### src/rtl/freq_strobe_gen_pkg.sv
// rtl/freq_strobe_gen_pkg.sv - shared state type, width helper and clamp for freq_strobe_gen
package freq_strobe_gen_pkg;

    typedef enum logic [1:0] {
        IDLE    = 2'd0,
        RUN     = 2'd1,
        PENDING = 2'd2
    } state_t;

    function automatic int acc_width(input longint unsigned clk_hz, input longint unsigned f_max);
        return $clog2(clk_hz + f_max) + 1;
    endfunction

    localparam int ACC_W = acc_width(50_000_000, 25_000_000);

    function automatic logic [31:0] clamp(input logic [31:0] x, input logic [31:0] lo,
                                          input logic [31:0] hi);
        if (x < lo) return lo;
        if (x > hi) return hi;
        return x;
    endfunction

endpackage

### src/rtl/freq_strobe_gen_clamp.sv
// rtl/freq_strobe_gen_clamp.sv - combinational clamp of a requested frequency into [F_MIN, F_MAX]
module freq_clamp
    import freq_strobe_gen_pkg::*;
#(
    parameter int unsigned F_MIN = 1,
    parameter int unsigned F_MAX = 25_000_000
) (
    input  logic [31:0] freq,
    output logic [31:0] freq_clamped
);

    assign freq_clamped = clamp(freq, F_MIN, F_MAX);

endmodule

### src/rtl/freq_strobe_gen.sv
// rtl/freq_strobe_gen.sv - phase-accumulator strobe generator with glitch-free frequency handover
module freq_strobe_gen
    import freq_strobe_gen_pkg::*;
#(
    parameter int unsigned CLK_HZ = 50_000_000,
    parameter int unsigned F_MIN  = 1,
    parameter int unsigned F_MAX  = 25_000_000
) (
    input  logic        clk,
    input  logic        reset,
    input  logic        en,
    input  logic [31:0] freq_in,
    input  logic        freq_load,
    output logic        freq_ack,
    output logic [31:0] freq_active,
    output logic        strobe,
    output logic        square
);

    localparam int W = acc_width(CLK_HZ, F_MAX);
    localparam logic [W-1:0] MODULUS = W'(CLK_HZ);

    state_t       state;
    logic [W-1:0] acc;
    logic [31:0]  pending;
    logic [31:0]  freq_new;
    logic [W-1:0] nxt;
    logic         hit;

    freq_clamp #(.F_MIN(F_MIN), .F_MAX(F_MAX)) u_clamp (
        .freq         (freq_in),
        .freq_clamped (freq_new)
    );

    assign nxt = acc + W'(freq_active);
    assign hit = (nxt >= MODULUS);

    always_ff @(posedge clk or posedge reset) begin
        if (reset) begin
            state       <= IDLE;
            acc         <= '0;
            pending     <= '0;
            strobe      <= 1'b0;
            square      <= 1'b0;
            freq_ack    <= 1'b0;
            freq_active <= clamp(F_MIN, F_MIN, F_MAX);
        end else begin
            freq_ack <= 1'b0;
            if (!en) begin
                state  <= IDLE;
                acc    <= '0;
                strobe <= 1'b0;
                square <= 1'b0;
                // A fresh load beats a waiting one; either way only one ack.
                if (freq_load) begin
                    freq_active <= freq_new;
                    freq_ack    <= 1'b1;
                end else if (state == PENDING) begin
                    freq_active <= pending;
                    freq_ack    <= 1'b1;
                end
            end else begin
                acc    <= hit ? (nxt - MODULUS) : nxt;
                strobe <= hit;
                if (hit) square <= ~square;
                if (state == PENDING) begin
                    if (hit) begin
                        freq_active <= freq_load ? freq_new : pending;
                        freq_ack    <= 1'b1;
                        state       <= RUN;
                    end else if (freq_load) begin
                        pending <= freq_new;
                    end
                end else if (freq_load) begin
                    pending <= freq_new;
                    state   <= PENDING;
                end else begin
                    state <= RUN;
                end
            end
        end
    end

endmodule
### config.mk
export PLATFORM = sky130hd
export DESIGN_NAME = freq_strobe_gen
export DESIGN_NICKNAME = d
export VERILOG_FILES = /design/src/rtl/freq_strobe_gen_pkg.sv /design/src/rtl/freq_strobe_gen_clamp.sv /design/src/rtl/freq_strobe_gen.sv
export SDC_FILE = /design/constraint.sdc
export NUM_CORES = 1
export LEC_CHECK = 0
export BUFFER_PORTS_ARGS = -buffer_cell sky130_fd_sc_hd__buf_2
export CORE_MARGIN = 2
export CORE_UTILIZATION = 55
export DETAILED_ROUTE_END_ITERATION = 8
export PLACE_DENSITY = 0.73
export SLEW_MARGIN = 20
export SYNTH_ARGS = -nofsm -noshare
export SYNTH_HDL_FRONTEND = slang
export SYNTH_SLANG_ARGS = --single-unit
### constraint.sdc
create_clock -name clk -period 5.2 [get_ports clk]
set_input_delay 0.78 -clock clk [delete_from_list [all_inputs] [get_ports clk]]
set_output_delay 0.78 -clock clk [all_outputs]
set_load 0.05 [all_outputs]
==> results_tabular.tex <==
\begin{tabular}{lr}
\hline
Metric & Value \\
\hline
\multicolumn{2}{l}{\textbf{Layout}} \\
Count of nets after finishing & 793 \\
Number of antenna repair diodes & 0 \\
Filler cells & 936 \\
Layout-stage area growth over the synthesis result & 12.0\% \\
Share of the core filled with cells in the final layout & 62.8\% \\
Layout cells sized above 1 & 21.6\% \\
Non-Filler Cell Area, Final & 0.00711 mm² \\
\multicolumn{2}{l}{\textbf{Synthesis}} \\
Average cell area after synthesis & 9.41 µm² \\
Number of flops mapped to enable cells by yosys & 0 \\
Number of register bits inferred by synthesis & 97 \\
Cell types with the largest area share after synthesis & sky130\_fd\_sc\_hd\_\_dfrtp\_1 (38\%), sky130\_fd\_sc\_hd\_\_mux2\_2 (7.4\%), sky130\_fd\_sc\_hd\_\_ha\_1 (5.5\%), sky130\_fd\_sc\_hd\_\_a21oi\_1 (3.4\%), sky130\_fd\_sc\_hd\_\_nand2\_1 (3.3\%) \\
Share of async-settable or async-resettable flops after synthesis & 100\% \\
Number of synthesis warnings & 0 \\
Portion of the post-synthesis area used by sequential elements & 38.2\% \\
Post-Synthesis Cell Area & 0.00635 mm² \\
Count of unique library cells instantiated by Yosys & 66 \\
Cell count after synthesis & 675 \\
Top cell type by total area after synthesis & sky130\_fd\_sc\_hd\_\_dfrtp\_1 \\
Post-synthesis net count & 740 \\
Top cell type's share of synthesized area & 37.8\% \\
Main synth FF type & sky130\_fd\_sc\_hd\_\_dfrtp\_1 \\
\multicolumn{2}{l}{\textbf{Worst setup path}} \\
Crit end category & flip-flop \\
Maximum fanout along the worst path & 20 \\
Count of buffering cells on the critical path with inverters included & 0 \\
Critical Path Source Type & flip-flop \\
Maximum cell stage delay along the critical path & 0.76 ns \\
Crit path required time & 5.49 ns \\
Largest delay share family, worst path & compound AO/OA/AOI/OAI gates \\
Cell count of the worst reg-to-reg path & 11 \\
Arrival time of data at the critical path endpoint & 4.98 ns \\
Cell-by-cell listing of the critical path & ha\_1 -> fa\_1 -> a21o\_1 -> a221o\_1 -> a221oi\_2 -> o21bai\_1 -> xor2\_1 -> o2111ai\_1 -> or4\_4 -> a311oi\_2 -> a22o\_1 \\
Worst Path Class, Setup & reg2reg \\
Crit path depth & 11 \\
Reg2Reg Setup Slack & 0.51 ns \\
Slowest cell on the critical path & sky130\_fd\_sc\_hd\_\_or4\_4 \\
\multicolumn{2}{l}{\textbf{Die}} \\
IO Pins & 71 \\
Horizontal extent of the die & 111 µm \\
Full die area & 0.0124 mm² \\
Effective utilization at floorplan & 56.1\% \\
Number of standard-cell rows in the floorplan & 39 \\
Core area & 0.0113 mm² \\
Vertical extent of the die & 111 µm \\
\multicolumn{2}{l}{\textbf{STA}} \\
Slew HR & 36.3\% \\
Minimum clock period after layout & 4.69 ns \\
Final count of hold timing violations & 0 \\
Setup repair after global routing missed its margin & no \\
Fmax achieved & 213 MHz \\
Worst Clk Skew & 0.00547 ns \\
Summed negative setup slack over all endpoints & 0 ns \\
Pins Over Slew Limit & 0 \\
Final setup viols & 0 \\
Period utilisation layout & 90.2\% \\
Transition at the pin with the smallest max-transition slack & 0.953 ns \\
\multicolumn{2}{l}{\textbf{Detailed routing}} \\
Post-route antenna net violation count & 0 \\
Drt initial violations & 497 \\
DRC viols & 0 \\
Number of iterations in the first detailed-routing pass & 5 \\
Routed WL per cell & 19.3 µm \\
Final wirelength & 16900 µm \\
Via/cell ratio & 6.37 \\
DR vias & 5584 \\
\multicolumn{2}{l}{\textbf{Global routing}} \\
Maximum number of pins on one net before global-route repair & 59 \\
GRT Total Usage & 27.4\% \\
Routing usage on met1 & 40.2\% \\
Global-route track usage on met2 & 42.6\% \\
Most Used Layer, Global Route & met2 \\
Number of antenna violations at the first check in global routing & 0 \\
Met3 global-route usage & 3.97\% \\
Grt total ovfl & 0 \\
Global-route wire length before repair & 27500 µm \\
Via count of the first global-routing pass & 5301 \\
\multicolumn{2}{l}{\textbf{Power}} \\
Maximum vdd ir drop & 328 µV \\
Ratio of total power to cell area & 598 mW/mm² \\
Leakage & 3.22 nW \\
\multicolumn{2}{l}{\textbf{Worst hold path}} \\
Type of the most critical hold path & in2async \\
\multicolumn{2}{l}{\textbf{Clock tree}} \\
Total number of H-tree levels & 3 \\
Number of buffers inserted for hold repair after clock tree synthesis & 0 \\
Master cell of the clock root buffer & sky130\_fd\_sc\_hd\_\_clkbuf\_16 \\
Number of buffers on the longest clock path & 2 \\
Post CTS Setup Buffer Count & 0 \\
Number of clock buffers inserted by TritonCTS & 9 \\
Clock tree from TritonCTS & built \\
Clock transition at the registers of the reported paths & 0.07 ns \\
Clock latency on the worst-skew pair & 0.35 ns \\
Number of clock sinks seen by CTS & 97 \\
Number of resized instances in the post-cts repair step & 0 \\
\multicolumn{2}{l}{\textbf{Placed design}} \\
Total cell area at the placement stage & 0.00680 mm² \\
Port Buffers & 70 \\
Total half-perimeter wirelength after legalization and detailed placement & 12600 µm \\
Gp weighted congestion & 0.916 \\
\multicolumn{2}{l}{\textbf{Job}} \\
Max-cap violation count & 0 \\
\multicolumn{2}{l}{\textbf{Status}} \\
Result of the run & completed \\
\hline
\end{tabular}
==> worst reg2reg max path, delay by kind of cell, from the launching register on <==
| family | cells | cell delay, ns |
|---|---|---|
| and+or+nand+nor | 1 | 0.76 |
| AOI/OAI and AO/OA | 7 | 2.52 |
| xor gates and xnor gates | 1 | 0.31 |
| DFF | 1 | 0.39 |
| adders and majority gates | 2 | 0.67 |
==> metal layers <==
layer  part of all wire (%)  wire [µm]
met3                    8.2       1380
met2                     45       7540
met1                     46       7690
met4                    1.6        270
met5                      0          0
==> cells in the final DEF (no fill, tap or decap), drive strengths merged, types with 11 or more instances in the layout <==
cell / netlist / routed
a211oi: 14 / 14
a21o: 11 / 11
a21oi: 43 / 43
a22o: 19 / 19
and2: 17 / 17
buf: 5 / 78
dfrtp: 96 / 96
ha: 28 / 28
inv: 25 / 30
mux2: 42 / 42
mux2i: 16 / 16
nand2: 56 / 56
nand3: 13 / 13
nor2: 47 / 47
nor3: 17 / 17
nor4: 13 / 13
o21ai: 30 / 30
o2bb2ai: 24 / 24
==> cells by family after synthesis <==
logic type | after synthesis | share of synthesized area [%]
xor+xnor | 20 | 2.76
simple gates | 216 | 17.4
mux | 58 | 9.97
flops | 97 | 38.2
compound gates | 194 | 22.0
fa+ha+maj | 29 | 5.83
buf+inv | 61 | 3.80
==> worst paths after layout <==
check	from	to
worst max register to register	freq_active[0]$_DFFE_PP1P_	freq_active[29]$_DFFE_PP0P_
max in group asynchronous	reset	acc[5]$_DFF_PP0_
min in group clk	pending[26]$_DFFE_PP0P_	freq_active[26]$_DFFE_PP0P_
worst min register to register	pending[26]$_DFFE_PP0P_	freq_active[26]$_DFFE_PP0P_
worst min-delay path	reset	pending[29]$_DFFE_PP0P_
worst max-delay path	freq_active[0]$_DFFE_PP1P_	freq_active[29]$_DFFE_PP0P_
==> final cells by class <==
cell class | instances | area (µm²) | area share, %
clock inverter | 7 | 83.8 | 1.18
sequential | 97 | 2430 | 34.1
tap | 143 | 179 | 2.51
inverter | 25 | 96.3 | 1.35
timing repair buffer | 78 | 410 | 5.77
multi-input combinational | 517 | 3690 | 51.9
clock buffer | 9 | 225 | 3.17
==> per-stage QoR <==
stage	hold WS, ns	worst slack (ns)	cells	total power, mW
after global placement	0.471	0.767	860	3.45
after detailed placement	0.474	0.593	860	3.48
after floorplan	0.458	0.971	675	2.91
final	0.463	0.511	876	4.25
after CTS	0.473	0.526	876	4.20
after global routing	0.496	0.230	876	4.51
==> flip-flops by register name, indices dropped and copies added (netlist names) <==
signal / flops
freq_active: 32
pending: 32
acc: 28
state: 2
freq_ack: 1
square: 1
strobe: 1
==> Yosys cell counts (3+ instances only) <==
master / number
sky130_fd_sc_hd__a31o_2: 3
sky130_fd_sc_hd__and2_1: 17
sky130_fd_sc_hd__nand4_1: 10
sky130_fd_sc_hd__o21bai_1: 4
sky130_fd_sc_hd__ha_1: 28
sky130_fd_sc_hd__a22o_1: 19
sky130_fd_sc_hd__a21oi_1: 43
sky130_fd_sc_hd__a31oi_1: 4
sky130_fd_sc_hd__a21o_1: 11
sky130_fd_sc_hd__o2bb2ai_1: 24
sky130_fd_sc_hd__xor2_1: 10
sky130_fd_sc_hd__nand3_1: 13
sky130_fd_sc_hd__and4_1: 3
sky130_fd_sc_hd__nor4_1: 11
sky130_fd_sc_hd__or2_2: 4
sky130_fd_sc_hd__xnor2_1: 10
sky130_fd_sc_hd__o211ai_1: 7
sky130_fd_sc_hd__dfrtp_1: 96
sky130_fd_sc_hd__buf_2: 4
sky130_fd_sc_hd__o21ai_0: 29
sky130_fd_sc_hd__or3_1: 10
sky130_fd_sc_hd__nor2b_1: 9
sky130_fd_sc_hd__nor3_1: 15
sky130_fd_sc_hd__mux2i_1: 16
sky130_fd_sc_hd__and3_1: 5
sky130_fd_sc_hd__mux2_2: 42
sky130_fd_sc_hd__nor2_1: 47
sky130_fd_sc_hd__clkbuf_1: 31
sky130_fd_sc_hd__nand2b_1: 4
sky130_fd_sc_hd__nand2_1: 56
sky130_fd_sc_hd__a2111oi_0: 3
sky130_fd_sc_hd__o21a_1: 6
sky130_fd_sc_hd__a211oi_1: 13
sky130_fd_sc_hd__inv_1: 25
==> power by group <==
group	switching, mW	internal, mW	total [mW]	leakage (nW)
clock network	0.320	0.384	0.704	0.149
registers	0.114	0.918	1.03	1.24
logic	1.62	0.898	2.52	1.83
total	2.05	2.20	4.25	3.22
No activity file was read; power rests on OpenSTA's default activity.
